File: src/rtl/tpu_pkg.sv
// Shared constants and state encoding for the systolic-array feed path.
package tpu_pkg;

    localparam int DATA_WIDTH = 8;
    localparam int DIM        = 4;
    localparam int IDXW       = $clog2(DIM);

    typedef enum logic [1:0] {
        IDLE  = 2'd0,
        RUN   = 2'd1,
        DRAIN = 2'd2
    } state_e;

    // Index of the final diagonal of a dim x dim tile.
    function automatic int last_step(input int dim);
        return 2 * dim - 2;
    endfunction

endpackage

File: src/rtl/skew_lane_decode.sv
// Maps the diagonal step to per-column memory read enables and row selects.
module skew_lane_decode #(
    parameter int DIM  = tpu_pkg::DIM,
    parameter int IDXW = tpu_pkg::IDXW
) (
    input  logic                 active,
    input  logic [IDXW:0]        step,
    output logic [DIM-1:0]       rd_en,
    output logic [DIM*IDXW-1:0]  rd_elem
);

    localparam int STEPW = IDXW + 1;
    localparam logic [STEPW-1:0] DIM_W = STEPW'(DIM);

    for (genvar g = 0; g < DIM; g++) begin : g_lane
        localparam logic [STEPW-1:0] LANE = STEPW'(g);
        logic [STEPW-1:0] diff_s;
        logic             en_s;

        // Column g sits on the diagonal once the step reaches it and until DIM rows are consumed.
        assign diff_s = step - LANE;
        assign en_s   = active && (step >= LANE) && (diff_s < DIM_W);

        assign rd_en[g]                  = en_s;
        assign rd_elem[IDXW*g +: IDXW]   = en_s ? diff_s[IDXW-1:0] : {IDXW{1'b0}};
    end

endmodule

File: src/rtl/mem_skew_feeder.sv
// Walks one stored tile diagonally and registers the memory read data into skewed feed lanes.
module mem_skew_feeder
    import tpu_pkg::state_e;
    import tpu_pkg::IDLE;
    import tpu_pkg::RUN;
    import tpu_pkg::DRAIN;
    import tpu_pkg::last_step;
#(
    parameter int DATA_WIDTH = tpu_pkg::DATA_WIDTH,
    parameter int DIM        = tpu_pkg::DIM
) (
    input  logic                                clk,
    input  logic                                rst,
    input  logic                                start,
    input  logic                                hold,
    output logic                                busy,
    output logic                                done,
    output logic [DIM-1:0]                      rd_en,
    output logic [DIM*$clog2(DIM)-1:0]          rd_elem,
    input  logic [DIM*DATA_WIDTH-1:0]           mem_data,
    output logic [DIM*DATA_WIDTH-1:0]           feed_data,
    output logic [DIM-1:0]                      feed_valid
);

    localparam int IDXW  = $clog2(DIM);
    localparam int STEPW = IDXW + 1;
    localparam logic [STEPW-1:0] LAST_STEP = STEPW'(last_step(DIM));

    state_e                     state_r;
    state_e                     state_nxt_s;
    logic [STEPW-1:0]           step_r;
    logic                       busy_r;
    logic [DIM-1:0]             rd_en_s;
    logic [DIM*IDXW-1:0]        rd_elem_s;
    logic [DIM*DATA_WIDTH-1:0]  feed_next_s;
    logic [DIM*DATA_WIDTH-1:0]  feed_data_r;
    logic [DIM-1:0]             feed_valid_r;

    skew_lane_decode #(
        .DIM  (DIM),
        .IDXW (IDXW)
    ) u_decode (
        .active  (state_r == RUN),
        .step    (step_r),
        .rd_en   (rd_en_s),
        .rd_elem (rd_elem_s)
    );

    // Memory read is asynchronous, so disabled columns are zeroed before registering.
    for (genvar g = 0; g < DIM; g++) begin : g_mask
        assign feed_next_s[DATA_WIDTH*g +: DATA_WIDTH] =
            rd_en_s[g] ? mem_data[DATA_WIDTH*g +: DATA_WIDTH] : {DATA_WIDTH{1'b0}};
    end

    // Next-state logic for the tile walk.
    always_comb begin
        state_nxt_s = state_r;
        case (state_r)
            IDLE: begin
                if (start) state_nxt_s = RUN;
                else       state_nxt_s = IDLE;
            end
            RUN: begin
                if (!hold && (step_r == LAST_STEP)) state_nxt_s = DRAIN;
                else                                state_nxt_s = RUN;
            end
            DRAIN: begin
                if (!hold) state_nxt_s = IDLE;
                else       state_nxt_s = DRAIN;
            end
            default: state_nxt_s = IDLE;
        endcase
    end

    // State register; busy is registered from the next state so it tracks RUN/DRAIN exactly.
    always_ff @(posedge clk) begin
        if (rst) begin
            state_r <= IDLE;
            busy_r  <= 1'b0;
        end else begin
            state_r <= state_nxt_s;
            busy_r  <= (state_nxt_s != IDLE);
        end
    end

    // Diagonal step counter: restarts on acceptance, advances on unstalled RUN cycles, saturates.
    always_ff @(posedge clk) begin
        if (rst) begin
            step_r <= {STEPW{1'b0}};
        end else if ((state_r == IDLE) && start) begin
            step_r <= {STEPW{1'b0}};
        end else if ((state_r == RUN) && !hold && (step_r != LAST_STEP)) begin
            step_r <= step_r + {{(STEPW-1){1'b0}}, 1'b1};
        end
    end

    // Feed lane registers; a hold freezes them, IDLE clears them.
    always_ff @(posedge clk) begin
        if (rst) begin
            feed_data_r  <= {(DIM*DATA_WIDTH){1'b0}};
            feed_valid_r <= {DIM{1'b0}};
        end else begin
            case (state_r)
                RUN, DRAIN: begin
                    if (!hold) begin
                        feed_data_r  <= feed_next_s;
                        feed_valid_r <= rd_en_s;
                    end
                end
                default: begin
                    feed_data_r  <= {(DIM*DATA_WIDTH){1'b0}};
                    feed_valid_r <= {DIM{1'b0}};
                end
            endcase
        end
    end

    assign busy       = busy_r;
    assign done       = (state_r == DRAIN) && !hold;
    assign rd_en      = rd_en_s;
    assign rd_elem    = rd_elem_s;
    assign feed_data  = feed_data_r;
    assign feed_valid = feed_valid_r;

endmodule

File: config.mk
export PLATFORM = sky130hd
export DESIGN_NAME = mem_skew_feeder
export DESIGN_NICKNAME = d
export VERILOG_FILES = /design/src/rtl/tpu_pkg.sv /design/src/rtl/skew_lane_decode.sv /design/src/rtl/mem_skew_feeder.sv
export SDC_FILE = /design/constraint.sdc
export NUM_CORES = 1
export LEC_CHECK = 0
export ABC_AREA = 0
export ABC_CLOCK_PERIOD_IN_PS = 1900
export BUFFER_PORTS_ARGS = -buffer_cell sky130_fd_sc_hd__buf_2
export CORE_ASPECT_RATIO = 1.1
export CORE_MARGIN = 3
export CORE_UTILIZATION = 43
export DETAILED_ROUTE_END_ITERATION = 8
export HOLD_SLACK_MARGIN = 0.08
export PLACE_DENSITY_LB_ADDON = 0.05
export SYNTH_ARGS = -nofsm -noshare
export SYNTH_HDL_FRONTEND = slang
export SYNTH_SLANG_ARGS = --single-unit
export TNS_END_PERCENT = 5
File: constraint.sdc
create_clock -name clk -period 1.9 [get_ports clk]
set_input_delay 0.19 -clock clk [delete_from_list [all_inputs] [get_ports clk]]
set_output_delay 0.19 -clock clk [all_outputs]
set_load 0.1 [all_outputs]
==> out/qor.txt <==
Outcome - finished with violations
Failing checks - negative setup slack
Worst Hold Launch - rst
Die area - 5620 um2
Dpl cells - 373
Worst Reg-to-Reg Cells - 8
Root buffer cell - clkbuf_8
Cell accounting for the most synthesized area - dfxtp_1
Critical path endpoint category - output pin
Largest net degree at the start of global routing - 36
Drt wl/cell - 13.3 um
Final hold violation count - 0
Worst path cell trace - inv_4 > ha_4 > or3b_4 > a32oi_2 > buf_6 > nor2_4 > buf_12
Synthesized net count - 285
Crit path largest cell delay - 0.39 ns
DR pass1 iterations - 4
Area grow syn2layout - 48.0%
Worst Setup Slack, final - -0.0725 ns
Buffer levels on the longest clock path - 2
Starting Density - 0.461
CTS Buf Count - 5
Share of cells above drive strength 1 - 0.444
Worst vdd ir - 0.437 mV
Nets - 378
Std cell rows - 25
RR Startpoint - step_r[1]
CTS tree - built
Final wirelength - 5130 um
Synth Area in Adders - 0.0734
Worst path top cell family by delay - simple AND/OR/NAND/NOR gates
Synth Area per Inst - 8.63 um2
R2R Setup Slk - 0.16 ns
Largest family of logic cells by synthesized area - simple AND/OR/NAND/NOR gates
Vias in the first global route - 1,786
Synth Register Bits - 42
Clock latency on the worst-skew pair - 0.29 ns
Hold Path Depth - 2
H-Tree Level Count - 2
Power, Total - 1.78 mW
Ant diodes - 0
Worst EP required - 1.71 ns
Final core occ - 0.682
Overflow after GRT - 0
DR iter-0 viols - 81
First-pass GRT wire length - 8400 um
Max FO, Critical Path - 4
# clock sinks - 42
Pwr per Cell Area - 588 nW/um2
Initial antenna violation count - 0
Placement Cell Area - 2720 um2
Sequential share of the synthesized area - 0.411
Synth Area in Compound Gates - 0.194
Buffers on Ports - 85
Synth cell types - 30
Final Max Slew Viols - 0
Vias post-DR - 1,947
Fillers - 350
Die width - 71.8 um
DRC - 0
Clock skew - 0.00604 ns
Most frequent cells in the layout - buf_2 (73), dfxtp_1 (38), a21oi_1 (23), buf_4 (23), nand2_1 (20)
DP Worst Slack - -0.000581 ns
Slowest-stage cell, CP - or3b_4
Post-synthesis xor/xnor area fraction - 0
Max cap viols - 0
Cells after synthesis - 237
Ports - 86
Capturing point of the worst reg2reg path - feed_data[15]
FMAX - 0.507 GHz
Ranking of synthesized cells by area - dfxtp_1 (41%), ha_1 (7.3%), a21oi_1 (5.9%), a2111o_1 (4.4%), nand2_1 (3.9%)
Hold Path Class - input pin to flip-flop
Mux contribution to synthesized area - 0
Worst setup path category - flip-flop to output pin
RSZ-0062 raised after global routing - yes
Final critical-path share of the clock period - 1.04
Cell area after layout - 3030 um2
Non-Filler Instances - 385
Period minus WS final - 1.97 ns
Core area - 4440 um2
Top cell type's share of synthesized area - 0.411
Hold path endpoint - state_r[0]
Post-route ant nets - 0
Tot GR Track Use - 0.185
Die Ht - 78.3 um
Least-Margin Pin Slew - 0.501 ns
Hold Buf Count CTS - 0
Mapped cell area - 2050 um2
Leakage - 1.31 nW
Most common cell after layout, fill and taps aside - buf_2
Relative slew slack - 0.668
Ys Warns - 0
Arr. time, crit path - 1.78 ns
Setup violations, final - 6
Worst path bufs/invs - 3
Final HPWL DP - 3620 um
Synth Area in Simple Gates - 0.234
Crit path launch type - flip-flop
Clock transition at path regs - 0.08 ns
Detail-routed via count per cell - 5.06
Gp weighted congestion - 0.785
[cells in the mapped netlist (all sizes together)]
cell     n
a32o     1
and3     2
a22o     1
nand3   10
a21oi   24
a211o    2
nor2    13
a32oi    1
or3b     1
o21ai   12
a2111o   8
dfxtp   42
nand3b   9
nor2b    5
a22oi    9
nand2b   6
clkbuf   4
nor3     2
and2     7
buf     19
a211oi   2
inv     14
ha      12
nand4b   8
nand2   21
nor3b    2
[cells by family (layout without fill, tap and decap cells)]
kind of cell               count (synthesis)  after routing
AOI/OAI and AO/OA                         60             60
DFF                                       42             42
and+or+nand+nor                           86             86
adders and majority gates                 12             12
buffers and inverters                     37            131
[power by group]
| part | switching (mW) | internal (mW) | leakage (nW) |
|---|---|---|---|
| registers | 0.00646 | 0.885 | 0.341 |
| clock network | 0.295 | 0.387 | 0.0579 |
| logic | 0.130 | 0.0783 | 0.915 |
[worst reg2reg max path: cells and delay by family (launching register included)]
| family | cells | cell delay (ns) |
|---|---|---|
| DFF | 1 | 0.34 |
| adders and majority gates | 1 | 0.14 |
| buffers and inverters | 4 | 0.48 |
| and+or+nand+nor | 1 | 0.39 |
| AOI/OAI and AO/OA | 2 | 0.28 |
[state kept, by name (all words and copies together), names as in the netlist]
name	count
busy	1
feed_data	32
feed_valid	4
state_r	2
step_r	3
[what timing repair did]
item,4_1_cts,5_1_grt
resized for setup,31,15
endpoints found under the setup margin,10,10
pin swaps,2,2
setup buffers,4,0
[stage by stage]
| stage | TNS (ns) | hold slack [ns] |
|---|---|---|
| 2_1_floorplan | -0.409 | 0.263 |
| 3_3_place_gp | 0 | 0.418 |
| 3_5_place_dp | -0.000581 | 0.430 |
| 4_1_cts | -0.415 | 0.112 |
| 5_1_grt | -0.753 | 0.119 |
| 6_report | -0.355 | 0.117 |
[worst max path at each step]
stage / start / end / slack [ns] / depth (start not counted)
after floorplan: step_r[2] / rd_elem[4] / -0.14 / 6
after global placement: step_r[0] / rd_elem[3] / 0.07 / 7
after detailed placement: step_r[0] / rd_elem[2] / -0.0006 / 7
after CTS: step_r[1] / rd_en[1] / -0.08 / 7
after global routing: step_r[1] / rd_en[1] / -0.14 / 7
final: step_r[1] / rd_elem[3] / -0.07 / 7
[metal layers]
metal  track usage  vias up  share of wire  wire, um
met1         0.242      868           0.44      2280
met5             0        -              0         0
met2         0.300       65           0.47      2420
li1              -     1012              -         -
met3        0.0512        2          0.079       406
met4        0.0451        0         0.0045        23
[final cells by class]
type	instances	area, um2	share of cell area
Clock inverter	3	40.0	0.0132
Timing Repair Buffer	109	781	0.258
Clock buffer	5	68.8	0.0227
Multi-Input combinational cell	158	1170	0.386
Inverter	14	55.1	0.0182
Sequential cell	42	848	0.280
Tap cell	54	67.6	0.0223
Note: power is estimated with default switching activity, not from simulation.
